File: config.mk
export PLATFORM = sky130hd
export DESIGN_NAME = uart_inst_loader
export DESIGN_NICKNAME = d
export VERILOG_FILES = /design/src/rtl/uart_inst_loader_pkg.sv /design/src/rtl/uart_rx_byte.sv /design/src/rtl/uart_inst_loader.sv
export SDC_FILE = /design/constraint.sdc
export NUM_CORES = 1
export LEC_CHECK = 0
export CAP_MARGIN = 10
export CORE_ASPECT_RATIO = 2
export CORE_UTILIZATION = 50
export CTS_CLUSTER_DIAMETER = 100
export CTS_CLUSTER_SIZE = 16
export DETAILED_ROUTE_END_ITERATION = 6
export PLACE_DENSITY = 0.69
export SLEW_MARGIN = 40
export SYNTH_ARGS = -nofsm -noshare
export SYNTH_HDL_FRONTEND = slang
export SYNTH_SLANG_ARGS = --single-unit
File: constraint.sdc
create_clock -name clk -period 6.05 [get_ports clk]
set_clock_uncertainty 0.1 [all_clocks]
set_input_delay 0.9075 -clock clk [delete_from_list [all_inputs] [get_ports clk]]
set_output_delay 0.9075 -clock clk [all_outputs]
set_load 0.03 [all_outputs]
File: src/rtl/uart_inst_loader_pkg.sv
// ---------------------------------------------------------------------------
// uart_inst_loader_pkg : shared constants and state encodings | rev 1.0
// ---------------------------------------------------------------------------
`default_nettype none

package uart_inst_loader_pkg;

  localparam logic [7:0] SYNC_BYTE = 8'hA5;
  localparam int         MAX_WORDS = 64;

  typedef enum logic [2:0] {
    ST_IDLE  = 3'd0,
    ST_COUNT = 3'd1,
    ST_DATA  = 3'd2,
    ST_CHECK = 3'd3,
    ST_DONE  = 3'd4,
    ST_ERROR = 3'd5
  } load_state_t;

  typedef enum logic [1:0] {
    RX_IDLE  = 2'd0,
    RX_START = 2'd1,
    RX_BITS  = 2'd2,
    RX_STOP  = 2'd3
  } rx_state_t;

  // A word count is usable only if it is non-zero and fits the RAM.
  function automatic logic count_ok(input logic [7:0] n);
    return (n != 8'd0) && (n <= 8'(MAX_WORDS));
  endfunction

endpackage

`default_nettype wire

File: src/rtl/uart_rx_byte.sv
// ---------------------------------------------------------------------------
// uart_rx_byte : 8N1 UART byte receiver with input synchroniser | rev 1.0
// ---------------------------------------------------------------------------
`default_nettype none

module uart_rx_byte
  import uart_inst_loader_pkg::*;
#(
  parameter int CLKS_PER_BIT = 5208
) (
  input  logic       clk,
  input  logic       rst,
  input  logic       rx,
  output logic       byte_valid,
  output logic [7:0] byte_data,
  output logic       frame_err
);

  localparam int             CNT_W     = $clog2(CLKS_PER_BIT);
  localparam logic [CNT_W-1:0] HALF_LAST = CNT_W'(CLKS_PER_BIT / 2 - 1);
  localparam logic [CNT_W-1:0] FULL_LAST = CNT_W'(CLKS_PER_BIT - 1);

  rx_state_t        state;
  logic             rx_meta;
  logic             rx_sync;
  logic             rx_prev;
  logic [CNT_W-1:0] cnt;
  logic [2:0]       bit_idx;
  logic [7:0]       shreg;

  always_ff @(posedge clk) begin
    if (!rst) begin
      state      <= RX_IDLE;
      rx_meta    <= 1'b1;
      rx_sync    <= 1'b1;
      rx_prev    <= 1'b1;
      cnt        <= '0;
      bit_idx    <= 3'd0;
      shreg      <= 8'd0;
      byte_valid <= 1'b0;
      byte_data  <= 8'd0;
      frame_err  <= 1'b0;
    end else begin
      rx_meta    <= rx;
      rx_sync    <= rx_meta;
      rx_prev    <= rx_sync;
      byte_valid <= 1'b0;
      frame_err  <= 1'b0;
      case (state)
        RX_IDLE: begin
          if (rx_prev && !rx_sync) begin
            state <= RX_START;
            cnt   <= '0;
          end
        end
        // A glitch shorter than half a bit is dropped here.
        RX_START: begin
          if (cnt == HALF_LAST) begin
            cnt     <= '0;
            bit_idx <= 3'd0;
            state   <= rx_sync ? RX_IDLE : RX_BITS;
          end else begin
            cnt <= cnt + CNT_W'(1);
          end
        end
        RX_BITS: begin
          if (cnt == FULL_LAST) begin
            cnt   <= '0;
            shreg <= {rx_sync, shreg[7:1]};
            if (bit_idx == 3'd7) begin
              state <= RX_STOP;
            end else begin
              bit_idx <= bit_idx + 3'd1;
            end
          end else begin
            cnt <= cnt + CNT_W'(1);
          end
        end
        RX_STOP: begin
          if (cnt == FULL_LAST) begin
            cnt   <= '0;
            state <= RX_IDLE;
            if (rx_sync) begin
              byte_valid <= 1'b1;
              byte_data  <= shreg;
            end else begin
              frame_err <= 1'b1;
            end
          end else begin
            cnt <= cnt + CNT_W'(1);
          end
        end
        default: state <= RX_IDLE;
      endcase
    end
  end

endmodule

`default_nettype wire

File: src/rtl/uart_inst_loader.sv
// ---------------------------------------------------------------------------
// uart_inst_loader : loads a checksummed program image into instruction RAM
// rev 1.0
// ---------------------------------------------------------------------------
`default_nettype none

module uart_inst_loader
  import uart_inst_loader_pkg::*;
#(
  parameter int CLKS_PER_BIT = 5208,
  parameter int ADDR_W       = 6,
  parameter int TIMEOUT_BITS = 40
) (
  input  logic              clk,
  input  logic              rst,
  input  logic              rx,
  output logic              mem_we,
  output logic [ADDR_W-1:0] mem_addr,
  output logic [31:0]       mem_din,
  output logic              cpu_hold,
  output logic              done,
  output logic              err
);

  localparam int              TO_LIMIT = TIMEOUT_BITS * CLKS_PER_BIT;
  localparam int              TO_W     = $clog2(TO_LIMIT + 1);
  localparam logic [TO_W-1:0] TO_LAST  = TO_W'(TO_LIMIT - 1);

  logic        byte_valid;
  logic [7:0]  byte_data;
  logic        frame_err;

  load_state_t state;
  logic [7:0]  n_words;
  logic [7:0]  word_idx;
  logic [1:0]  byte_idx;
  logic [7:0]  sum;
  logic [23:0] word;
  logic [TO_W-1:0] to_cnt;

  logic        active;
  logic [31:0] word_next;

  uart_rx_byte #(
    .CLKS_PER_BIT(CLKS_PER_BIT)
  ) u_rx (
    .clk       (clk),
    .rst       (rst),
    .rx        (rx),
    .byte_valid(byte_valid),
    .byte_data (byte_data),
    .frame_err (frame_err)
  );

  assign active    = (state == ST_COUNT) || (state == ST_DATA) || (state == ST_CHECK);
  assign word_next = {word, byte_data};

  always_ff @(posedge clk) begin
    if (!rst) begin
      state    <= ST_IDLE;
      n_words  <= 8'd0;
      word_idx <= 8'd0;
      byte_idx <= 2'd0;
      sum      <= 8'd0;
      word     <= 24'd0;
      to_cnt   <= '0;
      mem_we   <= 1'b0;
      mem_addr <= '0;
      mem_din  <= 32'd0;
      cpu_hold <= 1'b0;
      done     <= 1'b0;
      err      <= 1'b0;
    end else begin
      mem_we <= 1'b0;

      if (active) begin
        to_cnt <= byte_valid ? '0 : to_cnt + TO_W'(1);
      end else begin
        to_cnt <= '0;
      end

      case (state)
        ST_IDLE, ST_DONE, ST_ERROR: begin
          if (byte_valid && (byte_data == SYNC_BYTE)) begin
            cpu_hold <= 1'b1;
            done     <= 1'b0;
            err      <= 1'b0;
            state    <= ST_COUNT;
          end
        end
        ST_COUNT: begin
          if (byte_valid) begin
            if (count_ok(byte_data)) begin
              n_words  <= byte_data;
              word_idx <= 8'd0;
              byte_idx <= 2'd0;
              sum      <= 8'd0;
              state    <= ST_DATA;
            end else begin
              err   <= 1'b1;
              state <= ST_ERROR;
            end
          end
        end
        ST_DATA: begin
          if (byte_valid) begin
            word     <= word_next[23:0];
            sum      <= sum + byte_data;
            byte_idx <= byte_idx + 2'd1;
            if (byte_idx == 2'd3) begin
              mem_we   <= 1'b1;
              mem_addr <= word_idx[ADDR_W-1:0];
              mem_din  <= word_next;
              word_idx <= word_idx + 8'd1;
              if (word_idx == n_words - 8'd1) begin
                state <= ST_CHECK;
              end
            end
          end
        end
        ST_CHECK: begin
          if (byte_valid) begin
            if (byte_data == sum) begin
              done     <= 1'b1;
              cpu_hold <= 1'b0;
              state    <= ST_DONE;
            end else begin
              err   <= 1'b1;
              state <= ST_ERROR;
            end
          end
        end
        default: state <= ST_IDLE;
      endcase

      // A byte arriving on the expiry cycle takes precedence over the timeout.
      if (active && !byte_valid && (frame_err || (to_cnt == TO_LAST))) begin
        err   <= 1'b1;
        state <= ST_ERROR;
      end
    end
  end

endmodule

`default_nettype wire
==> results <==
- The library cell used most frequently in the layout, excluding fill and tap cells, is sky130_fd_sc_hd__nand2_1.
- The via count of the first global-routing pass is 5,608.
- The post-synthesis register bit count is 152.
- Each instance of the synthesized netlist takes up on average 8.26 µm².
- The share of synthesized registers carrying an async set or reset is 0%.
- The total power per unit cell area is 294 nW/µm².
- The ratio of final minimum period to clock period is 47.1%.
- The min-delay analysis places its worst path in the category flop to flop.
- The peak supply drop is 0.243 mV.
- The nature of the critical path startpoint is a primary input.
- The remaining max-slew budget at the tightest pin is 55.0%.
- The worst setup path is of the primary input to flop kind.
- During synthesis, Yosys emitted a total of 0 warnings.
- The number of nets handed over by synthesis was 823.
- The instance area after placement is 7170 µm².
- The number of antenna violations at the first check in global routing is 0.
- The cell at the root of the clock tree is sky130_fd_sc_hd__clkbuf_16.
- The mean number of vias per cell is 5.67.
- The H-tree was split into 4 levels.
- Summed over all failing endpoints, the final setup total negative slack is 0 ns.
- The number of hold buffers added after CTS was 0.
- The count of final hold-check violations came to 0.
- The starting density of the core is 51.2%.
- TritonCTS built the clock tree.
- The part of the power in the clock network is 45.4%.
- Detailed routing inserted a total of 5,640 vias.
- The die outline width is 83.6 µm.
- Once detail routing completed, the nets flagged for antenna violations numbered 0.
- The highest clock rate is 351 MHz.
- The final layout contains 848 nets.
- In this run the post-CTS setup repair buffer count came out at 0.
- Signal routing reaches up to met4.
- The predominant post-synthesis flop cell is sky130_fd_sc_hd__dfxtp_1.
- The final global-route overflow total is 0.
- The portion of total power attributed to sequential cells is 45.8%.
- The maximum number of pins on one net before global-route repair is 68.
- The number of buffers on the longest clock path is 2.
- The first-pass iteration count of the detailed router is 6.
- The first global-routing pass estimated 25,900 µm of wire.
- The worst endpoint required time is 6.22 ns.
- For the worst-skew pair, the clock arrives at the later sink with an insertion delay of 0.42 ns.
- The switching power share of the total is 27.0%.
- The number of flops mapped to enable cells by yosys is 0.
- The slew of the pin with the lowest slew margin is 0.675 ns.
- In the final routing, the length of wire on met1 measures 5900 µm.
- The worst setup path is captured at a flop.
- The floorplan step set the die height to 165 µm.
- Leaving out fill and tap cells, the most frequent cells in the layout are 165 x sky130_fd_sc_hd__nand2_1, 152 x sky130_fd_sc_hd__dfxtp_1, 96 x sky130_fd_sc_hd__a21oi_1.
- The die area is 13,800 µm².
- The leakage power is 2.80 nW.
- The share of layout cells above drive strength 1 is 6.76%.
- The weighted congestion reported at the end of routability-driven placement is 0.844.
- The repair_antennas step left the layout with diodes totalling 0.
- The worst-path maximum fanout is 67.
- The internal cell power is 1.67 mW.
- The number of clock sinks is 152.
- The portion of total power attributed to combinational logic is 8.8%.
- Wire segments on met3 add up to 473 µm in the final route.
- During I/O placement, the number of pins put on the boundary was 45.
- The largest total area in the synthesized netlist belongs to sky130_fd_sc_hd__dfxtp_1.
- After detailed routing, the average wire length per cell comes to 15.5 µm.
- The core outline area is 13,000 µm².
- For this run, design rule violations remaining after detail routing come to 0.
- The number of rows in the core area is 59.
- The synthesized instance count is 805.
- The routed length on met2 is 8650 µm.
- The final setup violation count is 0.
- In this run, CTS created clock tree buffers numbering 17.
- The flow ran to the end, and the final reports show no timing, DRC or antenna violations.
- The clock-pin slew reported for the worst setup and hold paths after clock tree synthesis is 0.06 ns.
- The smallest clock period supported by the final layout is computed as 2.85 ns.
- Setup repair after global routing left no endpoint under its margin.
- From synthesis to final layout, the design area changed by 16.7%.
- The number of port buffers is 44.
- The max-capacitance violation count is 0.
- The overall track demand over capacity in global routing is 23.2%.
- The overall routed net length is 15,400 µm.
- Detailed placement finished with a half-perimeter wire length of 10,600 µm.
- The number of different library cells used by synthesis comes to 57.
- The count of cells resized by post-cts repair is 0.
- The final design instance area without fill is 7760 µm².
- The worst endpoint data arrival time is 3.02 ns.
- In this run, the number of DRC markers left after iteration 0 of detailed routing was 244.
- The cell area that synthesis handed to floorplanning was 6650 µm².
- In this run the power spent charging and discharging nets is 0.617 mW.
- The area share of the largest cell type after synthesis is 45.7%.
- The sequential area share after synthesis is 45.7%.
- By area the synthesized netlist is led by sky130_fd_sc_hd__dfxtp_1 46%, sky130_fd_sc_hd__nand2_1 9.3%, sky130_fd_sc_hd__a21oi_1 7.2%.
- The number of max-slew violations in the final report is 0.
## cells in the mapped netlist (6+ instances only)
master                     instances
sky130_fd_sc_hd__a21oi_1          96
sky130_fd_sc_hd__nor4_1            6
sky130_fd_sc_hd__inv_1            10
sky130_fd_sc_hd__nor3_1            9
sky130_fd_sc_hd__xor2_1           11
sky130_fd_sc_hd__a211oi_1          8
sky130_fd_sc_hd__or3_1            13
sky130_fd_sc_hd__mux2i_1          26
sky130_fd_sc_hd__nor3b_1           7
sky130_fd_sc_hd__and3_1           13
sky130_fd_sc_hd__nor2b_1          12
sky130_fd_sc_hd__nand2_1         165
sky130_fd_sc_hd__nand4_1          10
sky130_fd_sc_hd__dfxtp_1         152
sky130_fd_sc_hd__nand3_1          20
sky130_fd_sc_hd__clkbuf_1         38
sky130_fd_sc_hd__o21ai_0          17
sky130_fd_sc_hd__xnor2_1          25
sky130_fd_sc_hd__ha_1             14
sky130_fd_sc_hd__nor2_1           87
## cells by family (layout without fill, tap and decap cells)
logic type	Yosys count	count (layout)	share of synthesized area (%)
xor+xnor	36	36	4.74
mux	26	26	3.91
fa+ha+maj	15	15	2.93
buf+inv	54	92	3.10
compound gates	150	150	13.4
simple gates	372	372	26.2
flops	152	152	45.7
## registers in the layout, summed over array words and instances (netlist names), 6 cells and up, named ones only
| register | flops |
|---|---|
| word | 24 |
| mem_din | 32 |
| mem_addr | 6 |
| word_idx | 8 |
| n_words | 8 |
| sum | 8 |
| u_rx.byte_data | 8 |
| u_rx.cnt | 13 |
| to_cnt | 18 |
| u_rx.shreg | 8 |
## final timing paths
path / startpoint / to / slack, ns / depth (start not counted)
min: u_rx.rx_meta / u_rx.rx_sync / 0.31 / 1
max: rst / byte_idx[1] / 3.20 / 4
max reg2reg: u_rx.byte_data[0] / state[0] / 3.28 / 7
min reg2reg: u_rx.rx_meta / u_rx.rx_sync / 0.31 / 1
## power by group through the flow
| stage | logic (mW) | clock network, mW | registers (mW) |
|---|---|---|---|
| 6_report | 0.201 | 1.04 | 1.05 |
| 2_1_floorplan | 0.165 | 0 | 1.05 |
| 3_5_place_dp | 0.195 | 0 | 1.07 |
| 3_3_place_gp | 0.188 | 0 | 1.07 |
| 4_1_cts | 0.198 | 1.05 | 1.04 |
| 5_1_grt | 0.223 | 1.10 | 1.05 |
## worst max-delay path, stage by stage
cell,delay (ns)
sky130_fd_sc_hd__clkdlybuf4s50_1,0.74
sky130_fd_sc_hd__inv_4,0.66
sky130_fd_sc_hd__buf_4,0.57
sky130_fd_sc_hd__a21oi_1,0.10
## metrics by stage
stage	utilization [%]	worst slack, ns	cells	total power, mW	hold WS, ns
2_1_floorplan	-	3.66	805	1.22	0.286
5_1_grt	59.7	3.09	995	2.37	0.336
6_report	59.7	3.20	995	2.28	0.310
4_1_cts	59.6	2.84	995	2.30	0.312
3_3_place_gp	55.1	2.52	963	1.25	0.295
3_5_place_dp	55.2	2.45	963	1.26	0.305
## per-layer routing
layer / up-vias / global-route usage, %
met5: - / 0
met3: 30 / 4.32
met4: 0 / 10.4
met2: 95 / 45.3
li1: 2816 / -
met1: 2699 / 23.4
## layout make-up
| class | instances | area (µm²) |
|---|---|---|
| fillers | 1138 | 5230 |
| inverters | 10 | 40.0 |
| well taps | 152 | 190 |
| repair buffers | 50 | 485 |
| multi-input cells | 599 | 3420 |
| clock buffers | 18 | 429 |
| clock inverters | 14 | 154 |
| flip-flops and latches | 152 | 3040 |
No activity file was read; power rests on OpenSTA's default activity.
